File: config.mk
export PLATFORM = sky130hd
export DESIGN_NAME = dot_seq_flat
export DESIGN_NICKNAME = d
export VERILOG_FILES = /design/src/rtl/dot_pkg.sv /design/src/rtl/dot_seq_if.sv /design/src/rtl/dot_seq.sv /design/src/flat_wrapper.sv
export SDC_FILE = /design/constraint.sdc
export NUM_CORES = 1
export LEC_CHECK = 0
export CORE_UTILIZATION = 45
export DETAILED_ROUTE_END_ITERATION = 12
export GPL_ROUTABILITY_DRIVEN = 1
export HOLD_SLACK_MARGIN = 0.08
export PLACE_DENSITY = 0.84
export RECOVER_POWER = 100
export SYNTH_ARGS = -nofsm -noshare
export SYNTH_HDL_FRONTEND = slang
export SYNTH_SLANG_ARGS = --single-unit
export TNS_END_PERCENT = 5
File: constraint.sdc
create_clock -name clk -period 3.1 [get_ports clk]
set_clock_uncertainty 0.05 [all_clocks]
set_input_delay 0.62 -clock clk [delete_from_list [all_inputs] [get_ports clk]]
set_output_delay 0.62 -clock clk [all_outputs]
set_load 0.02 [all_outputs]
File: src/rtl/dot_pkg.sv
`default_nettype none
// ============================================================================
// Module      : dot_pkg
// Description : Shared types, widths and the 16-bit saturation helper for the
//               dot-product sequencer that drives the signed 8-bit MAC.
// Revision    : 1.0 - initial release
// ============================================================================
package dot_pkg;

  localparam int ACC_W = 26;
  localparam int OP_W  = 8;
  localparam int SAT_W = 16;

  localparam logic signed [ACC_W-1:0] SAT_MAX = 26'sd32767;
  localparam logic signed [ACC_W-1:0] SAT_MIN = -26'sd32768;

  typedef enum logic [1:0] {
    IDLE    = 2'd0,
    RUN     = 2'd1,
    CAPTURE = 2'd2,
    DONE    = 2'd3
  } state_t;

  // Clamp a full accumulator value into the signed 16-bit range.
  function automatic logic signed [SAT_W-1:0] sat16(input logic signed [ACC_W-1:0] acc);
    logic signed [SAT_W-1:0] r;
    if (acc > SAT_MAX) begin
      r = SAT_W'(SAT_MAX);
    end else if (acc < SAT_MIN) begin
      r = SAT_W'(SAT_MIN);
    end else begin
      r = acc[SAT_W-1:0];
    end
    return r;
  endfunction

endpackage
`default_nettype wire

File: src/rtl/dot_seq_if.sv
`default_nettype none
// ============================================================================
// Module      : dot_seq_if
// Description : Command, operand stream, MAC drive and result port bundle of
//               the dot-product sequencer.
// Revision    : 1.0 - initial release
// ============================================================================
interface dot_seq_if
  import dot_pkg::*;
#(
  parameter int LEN_W = 8
);

  // Job control
  logic                    start;
  logic [LEN_W-1:0]        len;
  logic                    abort;
  logic                    busy;

  // Operand stream
  logic                    op_vld;
  logic signed [OP_W-1:0]  op_a;
  logic signed [OP_W-1:0]  op_b;
  logic                    op_rdy;

  // MAC drive and readback
  logic signed [OP_W-1:0]  mac_in1;
  logic signed [OP_W-1:0]  mac_in2;
  logic                    mac_clr;
  logic signed [ACC_W-1:0] mac_acc;

  // Result port
  logic                    res_vld;
  logic                    res_rdy;
  logic signed [ACC_W-1:0] res;
  logic signed [SAT_W-1:0] res_sat;

  // Sequencer side
  modport slave (
    input  start, len, abort, op_vld, op_a, op_b, mac_acc, res_rdy,
    output busy, op_rdy, mac_in1, mac_in2, mac_clr, res_vld, res, res_sat
  );

  // Environment side
  modport master (
    output start, len, abort, op_vld, op_a, op_b, mac_acc, res_rdy,
    input  busy, op_rdy, mac_in1, mac_in2, mac_clr, res_vld, res, res_sat
  );

endinterface
`default_nettype wire

File: src/rtl/dot_seq.sv
`default_nettype none
// ============================================================================
// Module      : dot_seq
// Description : Sequencer in front of the signed 8-bit MAC. Accepts a start
//               with a vector length, gates that many operand pairs into the
//               MAC, captures the accumulator and offers full and saturated
//               results on a valid/ready port.
// Revision    : 1.0 - initial release
// ============================================================================
module dot_seq
  import dot_pkg::*;
#(
  parameter int LEN_W = 8
) (
  input  wire logic  clk,
  input  wire logic  rst_n,
  dot_seq_if.slave   bus
);

  state_t                  r_state;
  state_t                  w_next;
  logic [LEN_W-1:0]        r_cnt;
  logic [LEN_W-1:0]        r_len;
  logic                    w_op_rdy;
  logic                    w_hs;
  logic                    w_last;
  logic                    w_busy;
  logic                    w_clr;
  logic                    r_res_vld;
  logic signed [ACC_W-1:0] r_res;
  logic signed [SAT_W-1:0] r_res_sat;

  // Ready only while pairs remain; abort suppresses the handshake outright so
  // no product can sneak into the MAC in the abort cycle.
  assign w_op_rdy = (r_state == RUN) && (r_cnt < r_len) && !bus.abort;
  assign w_hs     = bus.op_vld && w_op_rdy;
  assign w_last   = (r_cnt == (r_len - LEN_W'(1)));

  // State, pair counter and latched length.
  always_ff @(posedge clk or negedge rst_n) begin
    if (!rst_n) begin
      r_state <= IDLE;
      r_cnt   <= '0;
      r_len   <= '0;
    end else begin
      r_state <= w_next;
      if ((r_state == IDLE) && bus.start && (bus.len != '0)) begin
        r_len <= bus.len;
        r_cnt <= '0;
      end else if (w_hs) begin
        r_cnt <= r_cnt + LEN_W'(1);
      end
    end
  end

  // Next-state decode plus busy and MAC clear.
  always_comb begin
    w_next = r_state;
    w_busy = 1'b1;
    w_clr  = 1'b0;
    case (r_state)
      IDLE: begin
        w_busy = 1'b0;
        w_clr  = 1'b1;
        if (bus.start) begin
          // A zero-length job skips RUN; the cleared MAC already reads 0.
          w_next = (bus.len != '0) ? RUN : CAPTURE;
        end
      end
      RUN: begin
        if (bus.abort) begin
          w_next = IDLE;
        end else if (w_hs && w_last) begin
          w_next = CAPTURE;
        end
      end
      CAPTURE: begin
        w_next = bus.abort ? IDLE : DONE;
      end
      DONE: begin
        w_clr = 1'b1;
        if (bus.res_rdy) begin
          w_next = IDLE;
        end
      end
      default: begin
        w_next = IDLE;
      end
    endcase
  end

  // Result register: loaded in CAPTURE, valid dropped once consumed in DONE.
  always_ff @(posedge clk or negedge rst_n) begin
    if (!rst_n) begin
      r_res_vld <= 1'b0;
      r_res     <= '0;
      r_res_sat <= '0;
    end else if ((r_state == CAPTURE) && !bus.abort) begin
      r_res_vld <= 1'b1;
      r_res     <= bus.mac_acc;
      r_res_sat <= sat16(bus.mac_acc);
    end else if ((r_state == DONE) && bus.res_rdy) begin
      r_res_vld <= 1'b0;
    end
  end

  // The MAC adds every cycle, so operands are zero unless a pair is accepted.
  assign bus.mac_in1 = w_hs ? bus.op_a : '0;
  assign bus.mac_in2 = w_hs ? bus.op_b : '0;
  assign bus.mac_clr = w_clr;
  assign bus.op_rdy  = w_op_rdy;
  assign bus.busy    = w_busy;
  assign bus.res_vld = r_res_vld;
  assign bus.res     = r_res;
  assign bus.res_sat = r_res_sat;

endmodule
`default_nettype wire
File: src/flat_wrapper.sv
// flat-port wrapper written by rule: the top's interface ports become plain ports
module dot_seq_flat import dot_pkg::*;
#(
  parameter int LEN_W = 8
)
  (clk, rst_n, bus_start, bus_len, bus_abort, bus_op_vld, bus_op_a, bus_op_b, bus_mac_acc, bus_res_rdy, bus_busy, bus_op_rdy, bus_mac_in1, bus_mac_in2, bus_mac_clr, bus_res_vld, bus_res, bus_res_sat);
  dot_seq_if #(.LEN_W(LEN_W)) bus_i ();
  input  wire logic clk;
  input  wire logic rst_n;
  input wire logic [$bits(bus_i.start)-1:0] bus_start;
  input wire logic [$bits(bus_i.len)-1:0] bus_len;
  input wire logic [$bits(bus_i.abort)-1:0] bus_abort;
  input wire logic [$bits(bus_i.op_vld)-1:0] bus_op_vld;
  input wire logic [$bits(bus_i.op_a)-1:0] bus_op_a;
  input wire logic [$bits(bus_i.op_b)-1:0] bus_op_b;
  input wire logic [$bits(bus_i.mac_acc)-1:0] bus_mac_acc;
  input wire logic [$bits(bus_i.res_rdy)-1:0] bus_res_rdy;
  output wire logic [$bits(bus_i.busy)-1:0] bus_busy;
  output wire logic [$bits(bus_i.op_rdy)-1:0] bus_op_rdy;
  output wire logic [$bits(bus_i.mac_in1)-1:0] bus_mac_in1;
  output wire logic [$bits(bus_i.mac_in2)-1:0] bus_mac_in2;
  output wire logic [$bits(bus_i.mac_clr)-1:0] bus_mac_clr;
  output wire logic [$bits(bus_i.res_vld)-1:0] bus_res_vld;
  output wire logic [$bits(bus_i.res)-1:0] bus_res;
  output wire logic [$bits(bus_i.res_sat)-1:0] bus_res_sat;
  assign bus_i.start = bus_start;
  assign bus_i.len = bus_len;
  assign bus_i.abort = bus_abort;
  assign bus_i.op_vld = bus_op_vld;
  assign bus_i.op_a = bus_op_a;
  assign bus_i.op_b = bus_op_b;
  assign bus_i.mac_acc = bus_mac_acc;
  assign bus_i.res_rdy = bus_res_rdy;
  assign bus_busy = bus_i.busy;
  assign bus_op_rdy = bus_i.op_rdy;
  assign bus_mac_in1 = bus_i.mac_in1;
  assign bus_mac_in2 = bus_i.mac_in2;
  assign bus_mac_clr = bus_i.mac_clr;
  assign bus_res_vld = bus_i.res_vld;
  assign bus_res = bus_i.res;
  assign bus_res_sat = bus_i.res_sat;
  dot_seq #(.LEN_W(LEN_W)) u_core (.clk(clk), .rst_n(rst_n), .bus(bus_i));
endmodule
==> impl_metrics.py, run 1 <==
metrics = {
    "power_and_ir_drop": {
        "ir_drop_mv": 0.4765,
        "power_mw": 4.289,
        "leakage_nw": 2.240,
        "power.density_nw_per_um2": 908.0,
    },
    "yosys": {
        "muxShareOfSynthArea_pct": 1.134,
        "yosysTopAreaCell": "dfrtp_1",
        "yosys-top-cells-area": "dfrtp_1 (48%), nand2_1 (14%), ha_1 (5.9%)",
        "yosysMostFrequentCell": "nand2_1",
        "yosysTopAreaCellShare_pct": 47.69,
        "syn_inst": 364,
        "synth_top_family_by_area": "simple AND/OR/NAND/NOR gates",
        "synth_fa_ha_area_share_pct": 5.864,
        "avgSynthCellArea_um2": 8.793,
        "synth-edff-count": 0,
        "synthXorXnorAreaFrac_pct": 3.870,
        "synth_compound_gate_area_share_pct": 9.421,
        "synthArstFlopShare_pct": 100.0,
        "ys_seq_area_share_pct": 47.69,
        "synthDistinctLibCells": 48,
        "ys_ff_latch": 61,
        "syn_nets": 435,
        "synth_area_um2": 3201,
        "synth_warnings": 0,
        "synth-simple-area-share_pct": 27.56,
        "yosys-top-cells-count": "nand2_1 (117), dfrtp_1 (61), nor2_1 (31), o21ai_0 (26), inv_1 (17)",
        "synth_ff_type": "dfrtp_1",
    },
    "floorplanning": {
        "placement_rows": 30,
        "die_area_um2": 7454,
        "die_w_um": 86.34,
        "io_pins": 118,
        "core_region_area_um2": 6832,
        "start_util_pct": 46.85,
        "fp.dieH_um": 86.34,
    },
    "timing": {
        "tightest_slew_ns": 1.851,
        "relSlewSlack_pct": -23.41,
        "drv_slew": 44,
        "setup_violations": 0,
        "tns_ns": 0,
        "fmax_ghz": 0.3271,
        "rsz0062_at_grt": "true",
        "final.period_utilization_pct": 98.62,
        "holdWs_ns": 0.3223,
        "min_period_ns": 3.057,
        "finalHoldViolations": 0,
    },
    "cts": {
        "root_buffer": "clkbuf_8",
        "cts_buffers": 9,
        "cts_buffer_depth": 2,
        "clock_latency_ns": 0.34,
        "cts_tree": "built",
        "cts.htree.levels": 3,
        "clk_pin_slew_ns": 0.08,
        "cts.sinks": 61,
    },
    "route": {
        "vias": 3015,
        "drt_iter0_markers": 134,
        "wirelength_um": 8510,
        "route.antenna.remaining_nets": 0,
        "first_pass_iters": 4,
        "wl_per_cell_um": 14.35,
        "drc": 0,
        "via_per_inst": 5.084,
    },
    "placement": {
        "routabilityCongestion": 0.8175,
        "hpwl_um": 6276,
        "port_buffers": 117,
    },
    "worst_setup_path": {
        "rr_endpoint": "u_core.r_state[0]",
        "crit_type": "flip-flop to output pin",
        "arrival_ns": 2.39,
        "r2r-start": "u_core.r_len[0]",
        "crit_family": "simple AND/OR/NAND/NOR gates",
        "r2r_slack_ns": 0.37,
        "r2r_cells": 8,
        "cp_max_fo": 17,
        "crit_path_top_delay_cell": "dfrtp_1",
        "slowest_delay_ns": 0.45,
        "path_cells": "inv_2 -> ha_1 -> nor2b_1 -> o211ai_1 -> a21oi_4 -> nor2_8 -> and2_1 -> dlygate4sd2_1",
        "cp_data_required_time_ns": 2.43,
        "cp-start-kind": "flip-flop",
        "worstSetupEndpointType": "output pin",
        "cp_num_buf_inv": 2,
    },
    "cells_and_area": {
        "syn_to_final_growth_pct": 47.58,
        "drive_above_1_share_pct": 10.66,
        "fin_nets": 563,
        "diodes": 0,
        "nFillCells": 552,
    },
    "global_route": {
        "grt_pass1_wl_um": 13710,
        "grt_pass1_vias": 2955,
        "grt_overflow": 0,
        "grt_util_all_layers_pct": 23.79,
        "antenna_found_initial": 0,
        "grt_max_degree": 44,
    },
    "run_status": {
        "outcome": "finished, violations left",
        "violations": "capacitance limit, slew limit",
    },
    "hold_path": {
        "hold_class": "input port to async pin",
    },
    "run": {
        "drv_cap": 1,
    },
}
## cell usage in the layout (no fill, tap or decap), types with 2 or more instances in the layout
cell,netlist,final
inv_1,17,16
dfrtp_1,61,61
buf_4,0,13
clkbuf_8,1,9
nor2_1,31,31
clkbuf_2,0,5
dlygate4sd3_1,0,46
o21ai_0,26,26
a21oi_1,5,5
nor4_1,4,4
nand2_1,117,117
nand3_1,4,4
ha_1,15,15
nor2b_1,3,2
nand4_1,5,5
a31oi_1,4,4
o31ai_1,2,2
xnor2_1,10,10
dlygate4sd2_1,0,2
a41oi_1,1,2
clkbuf_1,11,6
clkdlybuf4s50_1,0,53
bufinv_16,0,3
and2_1,16,16
clkdlybuf4s15_2,0,9
nor2b_2,1,2
## worst reg2reg max path, cell delays in order (launching register included)
cell and delay (ns):
dfrtp_1 0.46, inv_1 0.12, ha_1 0.21, nor3b_2 0.41, o32ai_1 0.13, or4_1 0.52, a31oi_1 0.16, a41oi_1 0.22
mux2_4 0.34
## per-layer routing
| metal | up-vias | global-route usage, % | part of all wire, % |
|---|---|---|---|
| met1 | 1420 | 28.26 | 40 |
| met4 | 0 | 12.88 | 3.4 |
| met5 | - | 0 | 0 |
| met3 | 28 | 4.095 | 5.5 |
| li1 | 1458 | - | - |
| met2 | 109 | 41.13 | 51 |
## logic make-up after synthesis
| logic type | count (synthesis) |
|---|---|
| muxes | 3 |
| and+or+nand+nor | 192 |
| adders and majority gates | 15 |
| DFF | 61 |
| xor gates and xnor gates | 12 |
| buffers and inverters | 33 |
| AOI/OAI and AO/OA | 48 |
## sequential cells by signal (all words and copies together) (netlist names)
register and cells:
u_core.bus.res_sat 16, u_core.r_len 8, u_core.r_state 2, u_core.r_cnt 8, u_core.bus.res_vld 1, u_core.bus.res 26
## worst max path at each step
| stage | startpoint | endpoint | cells after the start |
|---|---|---|---|
| final | u_core.r_len[1] | bus_mac_in2[7] | 8 |
| after global routing | u_core.r_len[5] | bus_mac_in2[7] | 8 |
| after CTS | u_core.r_len[1] | bus_mac_in1[0] | 8 |
| after detailed placement | bus_abort | bus_mac_in1[0] | 7 |
| after global placement | bus_abort | bus_mac_in1[3] | 7 |
| after floorplan | u_core.r_cnt[5] | bus_mac_in1[0] | 8 |
## cell type report
cell class              instances  area [um^2]  share of cell area, %
multi-input cells             270         1523                  32.24
well taps                      96        120.1                  2.543
inverters                      17        63.81                  1.351
clock inverters                 6        111.4                  2.358
repair buffers                133         1251                  26.49
flip-flops and latches         61         1526                  32.32
clock buffers                  10        127.6                  2.702
## power by group
group	switching, mW	leakage, nW	internal, mW	total (mW)
clock	0.328	0.116	0.534	0.862
combinational	1.19	1.35	0.895	2.08
sequential	0.213	0.776	1.13	1.35
total	1.73	2.24	2.56	4.29
## per-stage QoR
step | utilization (%) | cell area, um^2 | setup WS (ns) | instances
global route | 69.14 | 4723 | -0.05716 | 593
floorplan | - | 3201 | 0.5289 | 364
CTS | 70.04 | 4785 | -0.006549 | 593
detailed placement | 66.32 | 4531 | -0.2494 | 577
global placement | 66.32 | 4531 | -0.1872 | 577
finish | 69.14 | 4723 | 0.04277 | 593
## what timing repair did
item / 4_1_cts / 5_1_grt
setup buffers: 0 / 0
resized for setup: 45 / 7
hold buffers: 0 / 0
pin swaps: 2 / 1
endpoints found under the hold margin: 0 / 0
setup endpoints to repair: 17 / 16
No activity file was read; power rests on OpenSTA's default activity.
==> run 2: changes to the inputs <==
--- a/config.mk
+++ b/config.mk
@@ -6,5 +6,7 @@
 export NUM_CORES = 1
 export LEC_CHECK = 0
+export ABC_AREA = 1
 export CORE_UTILIZATION = 45
+export CTS_CLUSTER_SIZE = 24
 export DETAILED_ROUTE_END_ITERATION = 12
 export GPL_ROUTABILITY_DRIVEN = 1
--- a/constraint.sdc
+++ b/constraint.sdc
@@ -3,3 +3,3 @@
 set_input_delay 0.62 -clock clk [delete_from_list [all_inputs] [get_ports clk]]
 set_output_delay 0.62 -clock clk [all_outputs]
-set_load 0.02 [all_outputs]
+set_load 0.1 [all_outputs]
==> run 2 against run 1 <==
Worst hold slack gained 0.067 ns. The run now ends clean. Largest cell class unchanged. Cell area shrank 6.2%. Sequential cell count did not move.
==> impl_metrics.py, run 2 <==
metrics = {
    "cells_and_area": {
        "largest_reg_flops": 26,
        "layoutNonFillerInstCount": 656,
        "final_cell_mix": "nand2_1 (136), inv_1 (65), dfrtp_1 (61)",
        "syn_to_final_growth_pct": 36.02,
        "layout_commonest_cell": "nand2_1",
        "drive_above_1_share_pct": 7.857,
        "diodes": 0,
        "stdcell_area_um2": 4432,
        "fin_nets": 626,
    },
    "floorplanning": {
        "io_pins": 118,
        "start_util_pct": 47.17,
        "placement_rows": 30,
        "fp.dieH_um": 87.09,
        "die_w_um": 87.09,
        "die_area_um2": 7585,
        "core_region_area_um2": 6907,
    },
    "worst_setup_path": {
        "arrival_ns": 2.30,
        "crit_type": "flip-flop to output pin",
        "worstSetupEndpointType": "output pin",
        "cp_max_fo": 17,
        "cp-start-kind": "flip-flop",
        "cp_data_required_time_ns": 2.43,
        "r2r_cells": 12,
    },
    "yosys": {
        "avgSynthCellArea_um2": 7.507,
        "synth_area_um2": 3258,
        "synthArstFlopShare_pct": 100.0,
        "yosys-top-cells-count": "nand2_1 (135), inv_1 (65), dfrtp_1 (61), nor2_1 (52), o21ai_0 (26)",
        "synthDistinctLibCells": 31,
        "synth_ff_type": "dfrtp_1",
        "synth_warnings": 0,
        "yosysTopAreaCellShare_pct": 46.85,
        "synth-edff-count": 0,
        "yosysMostFrequentCell": "nand2_1",
        "syn_inst": 434,
        "yosys-top-cells-area": "dfrtp_1 (47%), nand2_1 (16%), inv_1 (7.5%)",
        "yosysTopAreaCell": "dfrtp_1",
        "syn_nets": 505,
        "ys_seq_area_share_pct": 46.85,
        "ys_ff_latch": 61,
    },
    "global_route": {
        "grt_pass1_wl_um": 13810,
        "grt_pass1_vias": 3074,
        "antenna_found_initial": 0,
        "grt_max_degree": 50,
        "grt_util_all_layers_pct": 23.96,
        "grt_overflow": 0,
    },
    "cts": {
        "clock_latency_ns": 0.34,
        "cts_tree": "built",
        "cts_buffer_depth": 2,
        "postCtsHoldBufs": 0,
        "cts_buffers": 9,
        "clk_pin_slew_ns": 0.07,
        "cts.htree.levels": 3,
        "postCtsSetupBuffers": 0,
        "cts_resized": 0,
        "root_buffer": "clkbuf_8",
        "cts.sinks": 61,
    },
    "timing": {
        "min_period_ns": 2.969,
        "fmax_ghz": 0.3369,
        "setup_violations": 0,
        "tightest_slew_ns": 1.197,
        "rsz0062_at_grt": "false",
        "final.period_utilization_pct": 95.76,
        "finalHoldViolations": 0,
        "drv_slew": 0,
        "tns_ns": 0,
        "relSlewSlack_pct": 20.22,
        "holdWs_ns": 0.3892,
    },
    "route": {
        "drc": 0,
        "route.antenna.remaining_nets": 0,
        "wirelength_um": 8603,
        "first_pass_iters": 4,
        "vias": 3224,
        "via_per_inst": 4.915,
        "wl_per_cell_um": 13.11,
        "drt_iter0_markers": 171,
    },
    "placement": {
        "numPlacedInstances": 640,
        "place_area_um2": 4583,
        "port_buffers": 117,
        "hpwl_um": 6516,
        "routabilityCongestion": 0.8944,
    },
    "run_status": {
        "outcome": "completed",
    },
    "run": {
        "drv_cap": 0,
    },
    "hold_path": {
        "hold_class": "input port to async pin",
    },
}
==> run 2: changes by cell type in the layout (fill, tap and decap cells not counted), moves of 10 or more <==
| cell | delta |
|---|---|
| o21ai_0 | +10 |
| dlygate4sd3_1 | -45 |
| nand2_1 | +19 |
| and2_1 | -16 |
| nand3_1 | +16 |
| clkbuf_1 | +45 |
| inv_1 | +49 |
| nor2_1 | +20 |
==> run 2: stage by stage <==
stage	setup WS [ns]	utilization (%)
2_1_floorplan	-0.3377	-
3_3_place_gp	0.1737	66.36
3_5_place_dp	0.1080	66.36
4_1_cts	0.06695	69.13
5_1_grt	0.01608	64.17
6_report	0.1314	64.17
==> run 2: per-layer routing <==
metal | up-vias | wire length (um) | track usage, %
li1 | 1585 | - | -
met1 | 1486 | 3219 | 26.90
met2 | 137 | 4243 | 40.01
met3 | 16 | 951 | 10.05
met4 | 0 | 189 | 10.43
met5 | - | 0 | 0
==> run 2: path summary, 6_finish.rpt <==
check                                           to  slack (ns)               start
worst max-delay path                bus_mac_in1[4]        0.13     u_core.r_len[7]
max in group asynchronous       u_core.bus.res[22]        0.98               rst_n
worst min-delay path             u_core.bus.res[7]        0.39               rst_n
worst min register to register  u_core.bus.res[12]        0.43  u_core.bus.res[12]
min in group clk                u_core.bus.res[12]        0.43  u_core.bus.res[12]
worst max register to register     u_core.r_cnt[7]        0.72     u_core.r_len[7]
==> run 2: area by class of cell <==
cell class,count,area [um^2]
clock buffers,10,127.6
multi-input cells,294,1428
well taps,96,120.1
fillers,608,2475
repair buffers,123,918.4
clock inverters,6,63.81
flip-flops and latches,61,1526
inverters,66,247.7
==> run 2: logic make-up after synthesis <==
group	Yosys count	share of synthesized area, %
compound gates	47	7.565
xor+xnor	4	1.075
fa+ha+maj	15	5.760
buf+inv	79	9.562
flops	61	46.85
simple gates	228	29.19
==> run 2: worst max-delay path: stages, from the launching register on <==
cell      delay [ns]
dfrtp_1         0.38
inv_1           0.07
ha_1            0.33
a21oi_1         0.17
nand3_1         0.10
nor2_1          0.23
nand3_4         0.21
nor2_1          0.13
clkbuf_4        0.34
Power of run 2 is not shown: default switching activity piles up to over one toggle a cycle in this logic, so the estimate is an artifact.
